### config.mk
export PLATFORM = sky130hd
export DESIGN_NAME = shared_arith_arbiter
export DESIGN_NICKNAME = d
export VERILOG_FILES = /design/src/rtl/shared_arith_arbiter.sv
export SDC_FILE = /design/constraint.sdc
export NUM_CORES = 1
export LEC_CHECK = 0
export CAP_MARGIN = 15
export CORE_MARGIN = 2
export CORE_UTILIZATION = 25
export DETAILED_ROUTE_END_ITERATION = 10
export GPL_ROUTABILITY_DRIVEN = 0
export PLACE_DENSITY_LB_ADDON = 0.2
export SYNTH_ARGS = -nofsm -noshare
export SYNTH_HDL_FRONTEND = slang
export SYNTH_SLANG_ARGS = --single-unit
### constraint.sdc
create_clock -name clk -period 7.4 [get_ports clk]
set_input_delay 2.22 -clock clk [delete_from_list [all_inputs] [get_ports clk]]
set_output_delay 2.22 -clock clk [all_outputs]
set_load 0.05 [all_outputs]
### src/rtl/shared_arith_arbiter.sv
// Round-robin arbiter sharing one unsigned add/mul datapath among N requesters.
// Latency: req sampled at edge T -> res_valid at T+2 (add) or T+1+MUL_CYCLES (mul).
// Backpressure: result held in DONE until res_ready; no new grant until one IDLE cycle after accept.
module shared_arith_arbiter #(
    parameter int N          = 4,
    parameter int W          = 8,
    parameter int MUL_CYCLES = 3,
    localparam int IW        = $clog2(N),
    localparam int CW        = $clog2(MUL_CYCLES + 1)
) (
    input  logic            clk,
    input  logic            rst,
    input  logic [N-1:0]    req,
    input  logic [N-1:0]    op,
    input  logic [N*W-1:0]  opa,
    input  logic [N*W-1:0]  opb,
    output logic [N-1:0]    gnt,
    output logic            busy,
    output logic            res_valid,
    input  logic            res_ready,
    output logic [IW-1:0]   res_id,
    output logic [W-1:0]    res_data,
    output logic            res_ovf
);

    typedef enum logic [1:0] {IDLE, EXEC, DONE} state_t;

    state_t          state_q, state_d;
    logic [IW-1:0]   ptr_q, ptr_d;
    logic [CW-1:0]   cnt_q, cnt_d;
    logic            cur_op_q, cur_op_d;
    logic [W-1:0]    cur_a_q, cur_a_d;
    logic [W-1:0]    cur_b_q, cur_b_d;
    logic [IW-1:0]   cur_id_q, cur_id_d;
    logic [N-1:0]    gnt_q, gnt_d;
    logic            busy_q, busy_d;
    logic            res_valid_q, res_valid_d;
    logic [IW-1:0]   res_id_q, res_id_d;
    logic [W-1:0]    res_data_q, res_data_d;
    logic            res_ovf_q, res_ovf_d;

    logic            win_found;
    logic [IW-1:0]   win_id;
    logic [IW-1:0]   cand;
    int              idx;

    logic [W:0]      sum;
    logic [2*W-1:0]  prod;
    logic [CW-1:0]   lat;

    // Cyclic search for the first pending request at or after ptr.
    always_comb begin
        win_found = 1'b0;
        win_id    = '0;
        cand      = '0;
        idx       = 0;
        for (int k = 0; k < N; k++) begin
            idx = int'(ptr_q) + k;
            if (idx >= N) begin
                idx = idx - N;
            end
            cand = IW'(idx);
            if (!win_found && req[cand]) begin
                win_found = 1'b1;
                win_id    = cand;
            end
        end
    end

    assign sum  = {1'b0, cur_a_q} + {1'b0, cur_b_q};
    assign prod = {{W{1'b0}}, cur_a_q} * {{W{1'b0}}, cur_b_q};
    assign lat  = cur_op_q ? CW'(MUL_CYCLES) : CW'(1);

    always_comb begin
        state_d     = state_q;
        ptr_d       = ptr_q;
        cnt_d       = cnt_q;
        cur_op_d    = cur_op_q;
        cur_a_d     = cur_a_q;
        cur_b_d     = cur_b_q;
        cur_id_d    = cur_id_q;
        gnt_d       = '0;
        busy_d      = busy_q;
        res_valid_d = res_valid_q;
        res_id_d    = res_id_q;
        res_data_d  = res_data_q;
        res_ovf_d   = res_ovf_q;

        case (state_q)
            IDLE: begin
                if (win_found) begin
                    state_d  = EXEC;
                    gnt_d    = {{(N-1){1'b0}}, 1'b1} << win_id;
                    cur_op_d = op[win_id];
                    cur_a_d  = opa[int'(win_id)*W +: W];
                    cur_b_d  = opb[int'(win_id)*W +: W];
                    cur_id_d = win_id;
                    cnt_d    = '0;
                    busy_d   = 1'b1;
                end
            end
            EXEC: begin
                // cnt counts EXEC cycles already spent; result is loaded once L have elapsed.
                if (cnt_q == lat) begin
                    state_d     = DONE;
                    res_valid_d = 1'b1;
                    res_id_d    = cur_id_q;
                    res_data_d  = cur_op_q ? prod[W-1:0] : sum[W-1:0];
                    res_ovf_d   = cur_op_q ? (|prod[2*W-1:W]) : sum[W];
                end else begin
                    cnt_d = cnt_q + CW'(1);
                end
            end
            DONE: begin
                if (res_ready) begin
                    state_d     = IDLE;
                    res_valid_d = 1'b0;
                    busy_d      = 1'b0;
                    ptr_d       = (res_id_q == IW'(N-1)) ? '0 : res_id_q + IW'(1);
                end
            end
            default: begin
                state_d = IDLE;
            end
        endcase
    end

    always_ff @(posedge clk or posedge rst) begin
        if (rst) begin
            state_q     <= IDLE;
            ptr_q       <= '0;
            cnt_q       <= '0;
            cur_op_q    <= 1'b0;
            cur_a_q     <= '0;
            cur_b_q     <= '0;
            cur_id_q    <= '0;
            gnt_q       <= '0;
            busy_q      <= 1'b0;
            res_valid_q <= 1'b0;
            res_id_q    <= '0;
            res_data_q  <= '0;
            res_ovf_q   <= 1'b0;
        end else begin
            state_q     <= state_d;
            ptr_q       <= ptr_d;
            cnt_q       <= cnt_d;
            cur_op_q    <= cur_op_d;
            cur_a_q     <= cur_a_d;
            cur_b_q     <= cur_b_d;
            cur_id_q    <= cur_id_d;
            gnt_q       <= gnt_d;
            busy_q      <= busy_d;
            res_valid_q <= res_valid_d;
            res_id_q    <= res_id_d;
            res_data_q  <= res_data_d;
            res_ovf_q   <= res_ovf_d;
        end
    end

    assign gnt       = gnt_q;
    assign busy      = busy_q;
    assign res_valid = res_valid_q;
    assign res_id    = res_id_q;
    assign res_data  = res_data_q;
    assign res_ovf   = res_ovf_q;

endmodule

==> results of run 1 <==
-- cells by family after synthesis --
kind of cell,share of synthesized area
multiplexers,0.105
AND/OR/NAND/NOR,0.171
flip-flops,0.222
AO/OA/AOI/OAI,0.146
buffers and inverters,0.0686
XOR/XNOR,0.0129
adder cells (fa/ha/maj),0.275
-- metal layers --
layer  track usage  vias to the layer above  part of all wire
met4        0.0311                        0             0.012
li1              -                     1955                 -
met1         0.175                     1829              0.49
met5             0                        -                 0
met3        0.0229                       11             0.055
met2         0.198                      136              0.44
-- registers in the layout (all words and copies together) (netlist names), 2 cells and up --
signal	count
cnt_q	2
cur_a_q	8
res_id	2
cur_id_q	2
state_q	2
cur_b_q	8
ptr_q	2
res_data	8
gnt	4
-- worst reg2reg max path: stages (launching register included) --
cell and delay [ns]:
dfrtp_1 0.48, ha_1 0.31, fa_1 0.56, inv_1 0.05, fa_1 0.46, fa_1 0.52, fa_1 0.54, inv_1 0.04
ha_1 0.38, a221oi_1 0.32, o2111ai_1 0.15, a311oi_1 0.28, nand2_1 0.08, nor4_1 0.24, a31oi_1 0.11
-- cell type report --
cell class / instances / area [µm²]
Clock inverter: 3 / 23.8
Multi-Input combinational cell: 407 / 3360
Clock buffer: 5 / 125
Sequential cell: 42 / 1050
Inverter: 64 / 240
Timing Repair Buffer: 95 / 941
Fill cell: 1934 / 12600
Tap cell: 234 / 293
-- metrics by stage --
stage | cell area, µm² | hold WS, ns | setup WS (ns)
after global routing | 6040 | 0.508 | 2.40
after detailed placement | 5890 | 0.472 | 2.78
after CTS | 6040 | 0.488 | 2.77
after global placement | 5890 | 0.463 | 2.84
final | 6040 | 0.484 | 2.76
after floorplan | 4740 | 0.443 | 3.08
-- cell usage in the layout, fill, tap and decap left out, drive strengths merged, types with 17 or more instances in the layout --
cell,netlist,routed
clkdlybuf4s50,0,91
nand2,78,78
inv,64,65
o21ai,55,55
ha,45,45
dfrtp,42,42
fa,37,37
and2,35,35
mux2,22,22
mux2i,21,21
nor2,18,18
a21oi,17,17
-- worst max path at each step --
stage,startpoint,end,cells after the start
3_3_place_gp,cur_a_q[3],res_ovf,17
6_report,cur_b_q[4],res_ovf,14
2_1_floorplan,cur_a_q[4],res_ovf,14
4_1_cts,cur_b_q[4],res_ovf,14
3_5_place_dp,cur_a_q[4],res_ovf,14
5_1_grt,cur_b_q[4],res_ovf,15
==> impl_metrics.py, run 1 <==
metrics = {
    "cts": {
        "clkTransAtPathRegs_ns": 0.07,
        "clk_latency_ns": 0.30,
        "root_buffer": "clkbuf_16",
        "post_cts_buffers": 0,
        "cts_made_buffers": 5,
        "htreeDepth": 2,
        "cts_resized": 0,
        "cts_hold_buf": 0,
        "cts_tree": "yes",
        "cts.sinks": 42,
        "clock_path_buffers": 2,
    },
    "grt": {
        "grt_first_pass_wirelength_um": 20000,
        "grt_pass1_vias": 3962,
        "globalRoute.totalOverflow": 0,
        "grt_max_degree": 44,
        "antenna_found_initial": 0,
        "track_usage": 0.124,
    },
    "cells_and_area": {
        "syn2layout_area_growth_pct": 27.4,
        "n_antenna_cell": 0,
        "drive_gt1_frac": 0.0812,
        "stdcell_count": 850,
        "utilization": 0.324,
        "nets": 772,
    },
    "critical_path": {
        "cp-end-kind": "flop",
        "rrSetupSlack_ns": 2.76,
        "crit_type": "flop to flop",
        "cp_common_cell": "fa_1",
        "reg2regPathDepth": 14,
        "critPathBufInv": 2,
        "timing.critical_path.from_type": "flop",
        "crit_chain": "ha_1 > fa_1 > inv_1 > fa_1 > fa_1 > fa_1 > inv_1 > ha_1 > a221oi_1 > o2111ai_1 > a311oi_1 > nand2_1 > nor4_1 > a31oi_1",
        "worstPathArrival_ns": 4.82,
        "required_ns": 7.57,
        "crit_path_top_delay_cell": "fa_1",
        "path_delay_family": "adder cells",
        "max_stage_delay_ns": 0.56,
        "reg2reg_from": "cur_b_q[4]",
        "r2r_end": "res_ovf",
        "crit_path_max_fanout": 9,
    },
    "timing": {
        "timing.fmax_mhz": 215,
        "setup_viol": 0,
        "tns_ns": 0,
        "hold_viol": 0,
        "fin_skew_ns": 0.0112,
        "rsz0062_at_grt": "no",
        "final.min_clock_period_ns": 4.64,
        "slew-limit-headroom": 0.400,
        "min_period_over_period": 0.627,
        "report.final.slew_viol_count": 0,
        "tightest_slew_ns": 0.899,
    },
    "synthesis": {
        "syn_nets": 687,
        "async_flop_share": 1.00,
        "ys_top_cells_by_count": "78 x nand2_1, 64 x inv_1, 45 x ha_1, 42 x dfrtp_1, 37 x fa_1",
        "synth_area_leader_cell": "dfrtp_1",
        "synth_top_area_share": 0.222,
        "postSynthCellCount": 530,
        "synth_ff_type": "dfrtp_1",
        "synth_seq_area_share": 0.222,
        "yosys_warnings": 0,
        "syn_area_um2": 4740,
        "yosysMostFrequentCell": "nand2_1",
        "syn_area_per_cell_um2": 8.94,
        "synth_cell_types": 50,
        "synth_enable_flop_cells": 0,
        "netlist_top_cells_area": "dfrtp_1 22%, fa_1 16%, ha_1 12%, nand2_1 6.2%, inv_1 5.1%",
        "synth_seq_cells": 42,
    },
    "run_status": {
        "status": "finished clean",
    },
    "placed_design": {
        "io_buffer_count": 91,
        "post-place-cells": 842,
        "place_hpwl_um": 9710,
    },
    "drt": {
        "dr_total_vias": 3931,
        "dr.first_iter.drc_count": 158,
        "wl_per_cell_um": 14.1,
        "routed_wl_um": 12000,
        "drt_pass1_iterations": 4,
        "viasPerCell": 4.62,
        "drc_errors": 0,
        "drtAntennaViolNets": 0,
    },
    "floorplan": {
        "std_cell_rows": 50,
        "initial_core_util": 0.254,
        "die_w_um": 142,
        "io_pins": 92,
        "fp.dieH_um": 142,
        "die_area_um2": 20100,
        "core_um2": 18600,
    },
    "hold_path": {
        "min-delay-path-class": "flop to flop",
        "holdPathStages": 2,
        "hold_start": "cur_id_q[0]",
        "worst_hold_path.endpoint": "cur_id_q[0]",
    },
    "run": {
        "cap_viol_max_count": 0,
    },
}
Power of run 1 is left out: the tool's default activity adds up to more than one toggle a clock period on the data nets, which glitch-free logic cannot reach.
==> inputs of run 2 (changes only) <==
- clock period: 7.4 -> 4.15 ns (I/O delays scaled with it)
==> run 2 against run 1 <==
Design area rose by 7.7%. Hold slack got worse by 0.0049 ns. Sequential share of layout area fell by 1.1 points. Cell count rose by 5.3%. Critical path type unchanged. Critical path depth rose by 3. First-iteration DRC count rose by 16%. Global-route usage rose by 0.28 points. Highest routed layer unchanged. Via count rose by 2.5%. The flow now finishes with violations (negative setup slack). Clock-buffer cell count did not move. Fmax rose by 7.7%.
==> impl_metrics.py, run 2 (same netlist as run 1, synthesis figures left out) <==
metrics = {
    "timing": {
        "hold_viol": 0,
        "tightest_slew_ns": 1.01,
        "timing.fmax_mhz": 232,
        "final.min_clock_period_ns": 4.31,
        "report.final.slew_viol_count": 0,
        "setup_viol": 1,
        "min_period_over_period": 1.04,
        "fin_ws_ns": -0.161,
        "slew-limit-headroom": 0.326,
        "rsz0062_at_grt": "yes",
        "fin_skew_ns": 0.00778,
    },
    "cells_and_area": {
        "syn2layout_area_growth_pct": 37.2,
        "layout_common_cells": "91 x clkdlybuf4s50_1, 78 x nand2_1, 59 x inv_1",
        "area.sequential_um2": 1060,
        "final_common_cell": "clkdlybuf4s50_1",
        "stdcell_count": 895,
        "utilization": 0.349,
        "n_fill_cell": 1901,
        "n_antenna_cell": 0,
        "drive_gt1_frac": 0.180,
        "final_area_um2": 6510,
        "nets": 817,
        "multi_input_area_um2": 3480,
    },
    "run": {
        "cap_viol_max_count": 0,
    },
    "critical_path": {
        "timing.critical_path.from_type": "flop",
        "required_ns": 4.32,
        "crit_path_max_fanout": 7,
        "critPathLaunch": "cur_a_q[3]",
        "reg2regPathDepth": 17,
        "cp-end-kind": "flop",
        "crit_type": "flop to flop",
        "rrSetupSlack_ns": -0.16,
        "critical_path.endpoint": "res_ovf",
        "reg2reg_from": "cur_a_q[3]",
        "worstPathArrival_ns": 4.49,
        "r2r_end": "res_ovf",
    },
    "drt": {
        "drt_pass1_iterations": 5,
        "drtAntennaViolNets": 0,
        "dr_total_vias": 4030,
        "viasPerCell": 4.50,
        "wl_per_cell_um": 13.8,
        "dr.first_iter.drc_count": 183,
        "routed_wl_um": 12300,
        "drc_errors": 0,
    },
    "grt": {
        "grt_pass1_vias": 4204,
        "grt_max_degree": 43,
        "track_usage": 0.127,
        "antenna_found_initial": 0,
        "globalRoute.totalOverflow": 0,
        "grt_first_pass_wirelength_um": 20800,
    },
    "cts": {
        "cts_tree": "yes",
        "clock_path_buffers": 2,
        "htreeDepth": 2,
        "clk_latency_ns": 0.29,
        "cts.sinks": 42,
        "root_buffer": "clkbuf_16",
        "clkTransAtPathRegs_ns": 0.07,
        "cts_made_buffers": 5,
    },
    "floorplan": {
        "std_cell_rows": 50,
        "die_w_um": 142,
        "core_um2": 18600,
        "io_pins": 92,
        "die_area_um2": 20100,
        "initial_core_util": 0.254,
        "fp.dieH_um": 142,
    },
    "run_status": {
        "failed_checks": "negative setup slack",
        "status": "finished with violations",
    },
    "placed_design": {
        "placed_cell_area_um2": 6230,
        "pre_cts_ws_ns": -0.203,
        "place_hpwl_um": 10300,
        "io_buffer_count": 91,
        "post-place-cells": 882,
    },
    "hold_path": {
        "min-delay-path-class": "flop to flop",
    },
}
[run 2: cell count changes in the layout (fill, tap and decap cells not counted), moves of 3 or more]
| cell | change |
|---|---|
| buf_4 | +45 |
| dfrtp_1 | -8 |
| dfrtp_2 | +8 |
| ha_1 | -7 |
| ha_4 | +6 |
| inv_1 | -4 |
| inv_2 | +3 |
[run 2: worst min path at each step]
stage,from,slack [ns],depth (start not counted),end
2_1_floorplan,cur_id_q[0],0.44,2,cur_id_q[0]
3_3_place_gp,res_valid,0.46,2,res_valid
3_5_place_dp,cur_id_q[0],0.46,2,cur_id_q[0]
4_1_cts,cur_id_q[0],0.48,2,cur_id_q[0]
5_1_grt,res_valid,0.52,2,res_valid
6_report,cur_id_q[0],0.48,2,cur_id_q[0]
[run 2: repair_timing]
action                                  in CTS  in global routing
pin swaps                                    0                  3
hold buffers                                 0                  0
resized for setup                            5                 18
endpoints found under the setup margin       2                  2
setup buffers                                1                  4
hold endpoints to repair                     0                  0
[run 2: cell type report]
type / count / share of cell area
Clock buffer: 5 / 0.0192
Clock inverter: 3 / 0.00385
Inverter: 64 / 0.0369
Multi-Input combinational cell: 407 / 0.535
Sequential cell: 42 / 0.163
Tap cell: 234 / 0.0450
Timing Repair Buffer: 140 / 0.197
[run 2: routing by layer]
| layer | GRT usage | wire (µm) |
|---|---|---|
| met4 | 0.0316 | 216 |
| met2 | 0.210 | 5600 |
| met3 | 0.0270 | 624 |
| met1 | 0.171 | 5900 |
| met5 | 0 | 0 |
[run 2: through the flow]
stage	TNS (ns)	hold WS [ns]
finish	-0.161	0.479
global route	-0.379	0.519
CTS	-0.172	0.478
detailed placement	-0.251	0.460
global placement	-0.205	0.460
floorplan	0	0.443
[run 2: worst max-delay path, stage by stage, from the launching register on]
cell and delay (ns):
dfrtp_2 0.48, and2_4 0.17, fa_1 0.53, inv_1 0.05
fa_1 0.49, inv_1 0.05, fa_1 0.49, inv_2 0.04
fa_1 0.48, inv_2 0.04, ha_4 0.27, o21a_1 0.12
o31a_1 0.18, nand4_1 0.09, nand3_1 0.10, mux2_4 0.30
nor4_1 0.22, a31oi_1 0.11
Power of run 2 is left out for the same reason.
